[src/rtl/ssp_pkg.sv]
// Shared types and defaults for the SSP transmit controller.
package ssp_pkg;

   localparam int SSP_DATA_W_DEF  = 8;
   localparam int SSP_CLK_DIV_DEF = 2;

   // Transmit sequencer states
   typedef enum logic [1:0] {
      ST_IDLE  = 2'd0,
      ST_LOAD  = 2'd1,
      ST_FSYNC = 2'd2,
      ST_SHIFT = 2'd3
   } ssp_tx_state_t;

   // Observation bundle: sequencer state plus divider ticks
   typedef struct packed {
      ssp_tx_state_t state;
      logic          half_tick;
      logic          bit_end;
   } ssp_tx_dbg_t;

   // Counter width for a modulus n, never narrower than one bit
   function automatic int ssp_cnt_w(input int n);
      return (n > 1) ? $clog2(n) : 1;
   endfunction

endpackage

[src/rtl/ssp_clk_div.sv]
// Bit-period timing for the SSP transmitter: a CLK_DIV divider feeding a
// phase bit. Phase 0 is the low half of a bit period, phase 1 the high half.
module ssp_clk_div
   import ssp_pkg::*;
#(
   parameter int CLK_DIV = SSP_CLK_DIV_DEF
) (
   input  logic PCLK,
   input  logic CLEAR_B,
   input  logic clr,
   input  logic en,
   output logic half_tick,
   output logic bit_end,
   output logic SSPCLKOUT
);

   localparam int               DIV_W    = ssp_cnt_w(CLK_DIV);
   localparam logic [DIV_W-1:0] DIV_LAST = DIV_W'(CLK_DIV - 1);

   logic [DIV_W-1:0] div_cnt;
   logic             phase;

   assign half_tick = en && (div_cnt == DIV_LAST);
   assign bit_end   = half_tick && phase;
   // phase returns to 0 at every bit end, so the serial clock idles low
   assign SSPCLKOUT = phase;

   // Divider counter and half-period phase; cleared at the start of each frame
   always_ff @(posedge PCLK or negedge CLEAR_B) begin
      if (!CLEAR_B) begin
         div_cnt <= '0;
         phase   <= 1'b0;
      end else if (clr) begin
         div_cnt <= '0;
         phase   <= 1'b0;
      end else if (en) begin
         if (half_tick) begin
            div_cnt <= '0;
            phase   <= ~phase;
         end else begin
            div_cnt <= div_cnt + DIV_W'(1);
         end
      end
   end

endmodule

[src/rtl/ssp_tx_ctrl.sv]
// SSP transmit controller: pops one word from the transmit FIFO, sends a
// one-bit-period frame sync, then shifts the word out MSB first.
//
// FIFO handshake: fifo_ready is the FIFO's valid (non-empty) and TXDATA its
// head word. read is a one-cycle pop strobe issued only in LOAD; the word is
// captured from TXDATA in that same cycle and the FIFO advances on the edge
// that ends it. read never stays high for two cycles in a row.
module ssp_tx_ctrl
   import ssp_pkg::*;
#(
   parameter int DATA_W  = SSP_DATA_W_DEF,
   parameter int CLK_DIV = SSP_CLK_DIV_DEF
) (
   input  logic              PCLK,
   input  logic              CLEAR_B,
   input  logic              fifo_ready,
   input  logic [DATA_W-1:0] TXDATA,
   output logic              read,
   output logic              SSPCLKOUT,
   output logic              SSPFSSOUT,
   output logic              SSPTXD,
   output logic              SSPOE_B,
   output logic              busy,
   output ssp_tx_dbg_t       dbg
);

   localparam int               BIT_W    = ssp_cnt_w(DATA_W);
   localparam logic [BIT_W-1:0] BIT_LAST = BIT_W'(DATA_W - 1);

   ssp_tx_state_t     state;
   logic [DATA_W-1:0] shreg;
   logic [BIT_W-1:0]  bit_cnt;
   logic              div_clr;
   logic              div_en;
   logic              half_tick;
   logic              bit_end;

   assign div_clr = (state == ST_LOAD);
   assign div_en  = (state == ST_FSYNC) || (state == ST_SHIFT);

   ssp_clk_div #(
      .CLK_DIV (CLK_DIV)
   ) u_clk_div (
      .PCLK      (PCLK),
      .CLEAR_B   (CLEAR_B),
      .clr       (div_clr),
      .en        (div_en),
      .half_tick (half_tick),
      .bit_end   (bit_end),
      .SSPCLKOUT (SSPCLKOUT)
   );

   assign dbg = '{state: state, half_tick: half_tick, bit_end: bit_end};

   // Sequencer with registered outputs: every output is set on the edge that
   // enters the state it belongs to.
   always_ff @(posedge PCLK or negedge CLEAR_B) begin
      if (!CLEAR_B) begin
         state     <= ST_IDLE;
         read      <= 1'b0;
         SSPFSSOUT <= 1'b0;
         SSPTXD    <= 1'b0;
         SSPOE_B   <= 1'b1;
         busy      <= 1'b0;
         shreg     <= '0;
         bit_cnt   <= '0;
      end else begin
         read <= 1'b0;
         case (state)
            ST_IDLE: begin
               if (fifo_ready) begin
                  state <= ST_LOAD;
                  read  <= 1'b1;
                  busy  <= 1'b1;
               end
            end
            ST_LOAD: begin
               shreg     <= TXDATA;
               bit_cnt   <= '0;
               state     <= ST_FSYNC;
               SSPFSSOUT <= 1'b1;
               SSPOE_B   <= 1'b1;
               SSPTXD    <= 1'b0;
            end
            ST_FSYNC: begin
               if (bit_end) begin
                  state     <= ST_SHIFT;
                  SSPFSSOUT <= 1'b0;
                  SSPOE_B   <= 1'b0;
                  SSPTXD    <= shreg[DATA_W-1];
               end
            end
            ST_SHIFT: begin
               if (bit_end) begin
                  if (bit_cnt == BIT_LAST) begin
                     // Frame done: chain straight into the next word if one waits
                     bit_cnt <= '0;
                     SSPOE_B <= 1'b1;
                     SSPTXD  <= 1'b0;
                     if (fifo_ready) begin
                        state <= ST_LOAD;
                        read  <= 1'b1;
                     end else begin
                        state <= ST_IDLE;
                        busy  <= 1'b0;
                     end
                  end else begin
                     bit_cnt <= bit_cnt + BIT_W'(1);
                     shreg   <= {shreg[DATA_W-2:0], 1'b0};
                     SSPTXD  <= shreg[DATA_W-2];
                  end
               end
            end
            default: begin
               state <= ST_IDLE;
               busy  <= 1'b0;
            end
         endcase
      end
   end

endmodule

[config.mk]
export PLATFORM = sky130hd
export DESIGN_NAME = ssp_tx_ctrl
export DESIGN_NICKNAME = d
export VERILOG_FILES = /design/src/rtl/ssp_pkg.sv /design/src/rtl/ssp_clk_div.sv /design/src/rtl/ssp_tx_ctrl.sv
export SDC_FILE = /design/constraint.sdc
export NUM_CORES = 1
export LEC_CHECK = 0
export CORE_ASPECT_RATIO = 0.75
export CORE_MARGIN = 2
export CORE_UTILIZATION = 30
export DETAILED_ROUTE_END_ITERATION = 12
export SLEW_MARGIN = 30
export SYNTH_ARGS = -nofsm -noshare
export SYNTH_HDL_FRONTEND = slang
export SYNTH_HIERARCHICAL = 1
export SYNTH_SLANG_ARGS = --single-unit
[constraint.sdc]
create_clock -name PCLK -period 3.95 [get_ports PCLK]
set_input_delay 1.185 -clock PCLK [delete_from_list [all_inputs] [get_ports PCLK]]
set_output_delay 1.185 -clock PCLK [all_outputs]
set_load 0.005 [all_outputs]
Word level (Yosys, flattened, before mapping)
Index checks and enable logic that the tools add are counted.
{"block": "totals", "reg_bits": 20, "elab_cells": 77}
{"block": "classes", "addsub": 2, "n_eq_ne": 10, "muxes": 36, "bitwise_logic": 1, "n_reduce_logical": 18}
{"cell": "$mux 1", "n": 20}
{"cell": "$mux 8", "n": 2}
{"cell": "$pmux 8 s2", "n": 1}
{"cell": "$ne 2x2->1 const B", "n": 5}
{"cell": "$reduce_bool 2->1", "n": 5}
{"cell": "$mux 2", "n": 4}
{"cell": "$pmux 2 s4", "n": 1}
{"cell": "$reduce_and 4->1", "n": 2}
{"cell": "$mux 3", "n": 2}
{"cell": "$pmux 1 s2", "n": 3}
{"cell": "$pmux 1 s3", "n": 2}
{"cell": "$pmux 3 s2", "n": 1}
{"cell": "$reduce_and 2->1", "n": 3}
{"cell": "$reduce_and 3->1", "n": 2}
{"cell": "$reduce_and 5->1", "n": 1}
{"cell": "$eq 2x2->1 const B", "n": 2}
{"cell": "$add 3x1->3 const B", "n": 1}
{"cell": "$eq 3x3->1 const B", "n": 1}
{"cell": "$reduce_bool 3->1", "n": 1}
{"cell": "$eq 2x1->1 const B", "n": 1}
{"cell": "$logic_and 1x1->1", "n": 2}
{"cell": "$logic_not 2->1", "n": 1}
{"cell": "$ne 2x1->1 const B", "n": 1}
{"cell": "$add 1x1->1 const B", "n": 1}
{"cell": "2 further kinds", "n": 2}

Longest topological paths before layout
{"block": "logic_depth", "word_depth": 6, "depth_mapped": 7, "depth_no_buf": 7}

Modules after synthesis
Netlist, hierarchy kept.
{"module": "ssp_tx_ctrl", "instances": 1, "cells_per_inst": 83, "area_each_um2": 1063.5, "seq_area_each_um2": 451.7}
{"module": "ssp_clk_div", "instances": 1, "cells_per_inst": 9, "area_each_um2": 105.1, "seq_area_each_um2": 50.0}

Worst setup path after synthesis
No wires, ideal clock.
{"block": "synth_path", "path_kind": "reg-to-output", "from": "register state[1]", "to": "output dbg[0] in the netlist's numbering", "t_arrival_ns": 1.492, "slack_ns": 1.273, "stages_incl_launch_ff": 6, "cell_sequence": "dfrtp_1 ha_1 buf_6 or2_2 and3_2 buf_4"}
{"block": "synth_via", "elab_chain_cells": 4}
{"item": "start: declaration", "line": "ssp_tx_ctrl.sv:30", "source": "ssp_tx_state_t state;"}
{"item": "start signal: assignment", "line": "ssp_tx_ctrl.sv:59", "source": "state <= ST_IDLE;"}
{"item": "start signal: assignment", "line": "ssp_tx_ctrl.sv:72", "source": "state <= ST_LOAD;"}
{"item": "start signal: assignment", "line": "ssp_tx_ctrl.sv:80", "source": "state <= ST_FSYNC;"}
{"item": "$eq 2x2->1", "line": "ssp_tx_ctrl.sv:39", "source": "assign div_en = (state == ST_FSYNC) || (state == ST_SHIFT);"}
{"item": "$logic_or 1x1->1 (*)", "line": "ssp_tx_ctrl.sv:39"}
{"item": "net div_en", "line": "ssp_tx_ctrl.sv:34", "source": "logic div_en;"}
{"item": "$logic_and 1x1->1 (*)", "line": "ssp_clk_div.sv:23", "source": "assign half_tick = en && (div_cnt == DIV_LAST);"}
{"item": "$logic_and 1x1->1 (*)", "line": "ssp_clk_div.sv:24", "source": "assign bit_end = half_tick && phase;"}
{"item": "end: declaration", "line": "ssp_tx_ctrl.sv:24", "source": "output ssp_tx_dbg_t dbg"}
The timed path passes the listed nets; every way through them passes the cells marked *.

==> impl_metrics.tcl <==
set metrics [dict create \
    hold_class "reg -> reg" \
    critPathKind "reg -> out" \
    cts_tree "done" \
    met1Wirelength_um 1100 \
    cpMaxStageDelayCell "clkdlybuf4s50_1" \
    post_drt_wl_per_cell_um 13.3 \
    drt_pass1_iterations 4 \
    syn_area_um2 1170 \
    diodes 0 \
    skew_ns 0.00112 \
    yosysWarnings 6 \
    rows 19 \
    highest-signal-layer "met3" \
    grt_setup_unrepaired "no" \
    hpwl_um 1570 \
    hold_buffers 0 \
    cts_buffers 3 \
    final_cell_mix "dfrtp_1, clkdlybuf4s50_1, mux2_2, ha_1, nor2_1" \
    post_cts_buffers 0 \
    outcome "finished clean" \
    antenna_found_initial 0 \
    r2r-start "state[0]" \
    ys_types 38 \
    clock-sinks 20 \
    ys_seq_area_share_pct 42.9 \
    relSlewSlack_pct 70.3 \
    final_max_slew_viol_count 0 \
    gp_congestion 0.744 \
    ff2ff_setup_slack_ns 1.53 \
    drv_cap 0 \
    setup_tns_ns 0 \
    routed_wl_um 2190 \
    cts_buffer_depth 2 \
    area_growth_pct 24.4 \
    htreeDepth 1 \
    die-height_um 58.1 \
    synth_top_area_cell "dfrtp_1" \
    cp_max_fo 8 \
    grt_max_degree 21 \
    synth_edf_count 0 \
    hold_viol 0 \
    placed_cells 161 \
    synthesis.nets 110 \
    drive_gt1_share_pct 28.3 \
    cp.depth 5 \
    postRouteAntennaNets 0 \
    irDropWorstVdd_mv 0.223 \
    start_kind "flip-flop" \
    setup_violations 0 \
    cts_resized 0 \
    slowest_delay_ns 0.46 \
    clockRootBuffer "clkbuf_8" \
    fp.dieW_um 76.1 \
    portBuffers 20 \
    synth-main-ff-cell "dfrtp_1" \
    synth-seq-cells 20 \
    fin_cells 165 \
    synthArstFlopShare_pct 100 \
    ios 21 \
    wl_met3_um 90 \
    via_count 751 \
    fmax_mhz 299 \
    tightestPinTransition_ns 0.445 \
    power_density_nw_per_um2 737 \
    cp_num_buf_inv 2 \
    core_area_um2 3710 \
    fp.dieArea_um2 4420 \
    p_leak_nw 0.632 \
    start_util_pct 31.5 \
    vias_per_cell 4.55 \
    cp-startpoint "state[0]" \
    timing.rr.end "shreg[1]" \
    required_ns 2.76 \
    crit_family "buffers and inverters" \
    synth_top_area_share_pct 40.7 \
    drc_errors 0 \
    grt.total_usage_pct 11.3 \
    met2_wirelength_um 993 \
    cp_cell_sequence "inv_1, ha_1, or2_2, and3_2, clkdlybuf4s50_1" \
    period_share_pct 84.5 \
    layout_min_cycle_time_ns 3.34 \
    layout.nets 132 \
    clk_latency_ns 0.26 \
    r2r_cells 7 \
    clkSlewWorstSetupHoldPaths_ns 0.07 \
    crit_end "dbg[0]" \
    drt_iter0_markers 22 \
    overflow 0 \
    syn_inst 92 \
    crit_path_end_kind "output port" \
    ys_top_cells_by_area "dfrtp_1, mux2_2, ha_1, a22o_1, a2111oi_4" \
    worstPathArrival_ns 2.15 \
    total_power_w 0.00107 \
    grt_pass1_vias 825 \
    grt_pass1_wl_um 3880 \
    avgSynthCellArea_um2 12.7 \
]
-- synthesized netlist by cell type (2+ instances only) --
library cell and count:
mux2_2 15, inv_1 2, and2b_4 2, nor2_1 6, o31ai_1 3, buf_4 2
dfrtp_1 19, ha_1 7, buf_6 2, a22o_1 4, a211oi_1 2, mux2_1 2
-- layout make-up --
| type | count | area (µm²) |
|---|---|---|
| sequential | 20 | 502 |
| fill | 371 | 2250 |
| inverter | 3 | 11.3 |
| multi-input combinational | 65 | 618 |
| tap | 52 | 65.1 |
| timing repair buffer | 21 | 203 |
| clock buffer | 4 | 55.1 |
-- worst reg2reg max path: stages, from the launching register on --
cell and delay [ns]:
dfrtp_1 0.42, inv_1 0.14, ha_1 0.29, or2_2 0.33
and3_2 0.25, and2b_4 0.21, mux2i_4 0.29, mux2_2 0.38
-- report_power, final --
group / total, W / switching [W] / internal, W
registers: 0.000344 / 0.0000575 / 0.000286
logic: 0.000573 / 0.000253 / 0.000320
clock network: 0.000155 / 0.0000664 / 0.0000887
total: 0.00107 / 0.000377 / 0.000695
-- worst min path at each step --
stage          slack (ns)  endpoint  startpoint  cells after the start
2_1_floorplan        0.44  shreg[0]    shreg[0]                      1
3_3_place_gp         0.46  shreg[0]    shreg[0]                      1
3_5_place_dp         0.47    SSPTXD      SSPTXD                      2
4_1_cts              0.49    SSPTXD      SSPTXD                      2
5_1_grt              0.52  shreg[0]    shreg[0]                      1
6_report             0.48    SSPTXD      SSPTXD                      2
-- layer usage --
metal  up-vias  track usage [%]
li1        376                -
met1       360             14.2
met2        15             18.2
met3         0             3.58
met4         0             4.68
met5         -                0
-- state kept, by name, indices dropped and copies added (netlist names) --
register	count
shreg	8
bit_cnt	3
state	2
SSPFSSOUT	1
SSPOE_B	1
SSPTXD	1
busy	1
read	1
u_clk_div/SSPCLKOUT	1
u_clk_div/div_cnt	1
-- cell families (layout without fill, tap and decap cells) --
logic type / Yosys count / in the layout / synth area share, %
XOR/XNOR: 1 / 1 / 0.750
buffers and inverters: 7 / 28 / 4.18
AND/OR/NAND/NOR: 18 / 18 / 9.74
multiplexers: 20 / 20 / 20.4
AO/OA/AOI/OAI: 19 / 19 / 14.5
adder cells (fa/ha/maj): 7 / 7 / 7.49
flip-flops: 20 / 20 / 42.9
-- metrics by stage --
step	setup WS, ns	utilization [%]	cell area [µm²]	hold WS (ns)
finish	0.611	39.2	1450	0.479
global placement	0.955	37.9	1400	0.457
CTS	0.591	39.3	1460	0.486
floorplan	1.27	-	1170	0.444
global route	0.464	39.2	1450	0.518
detailed placement	0.889	37.9	1400	0.469
Note: power is estimated with default switching activity, not from simulation.
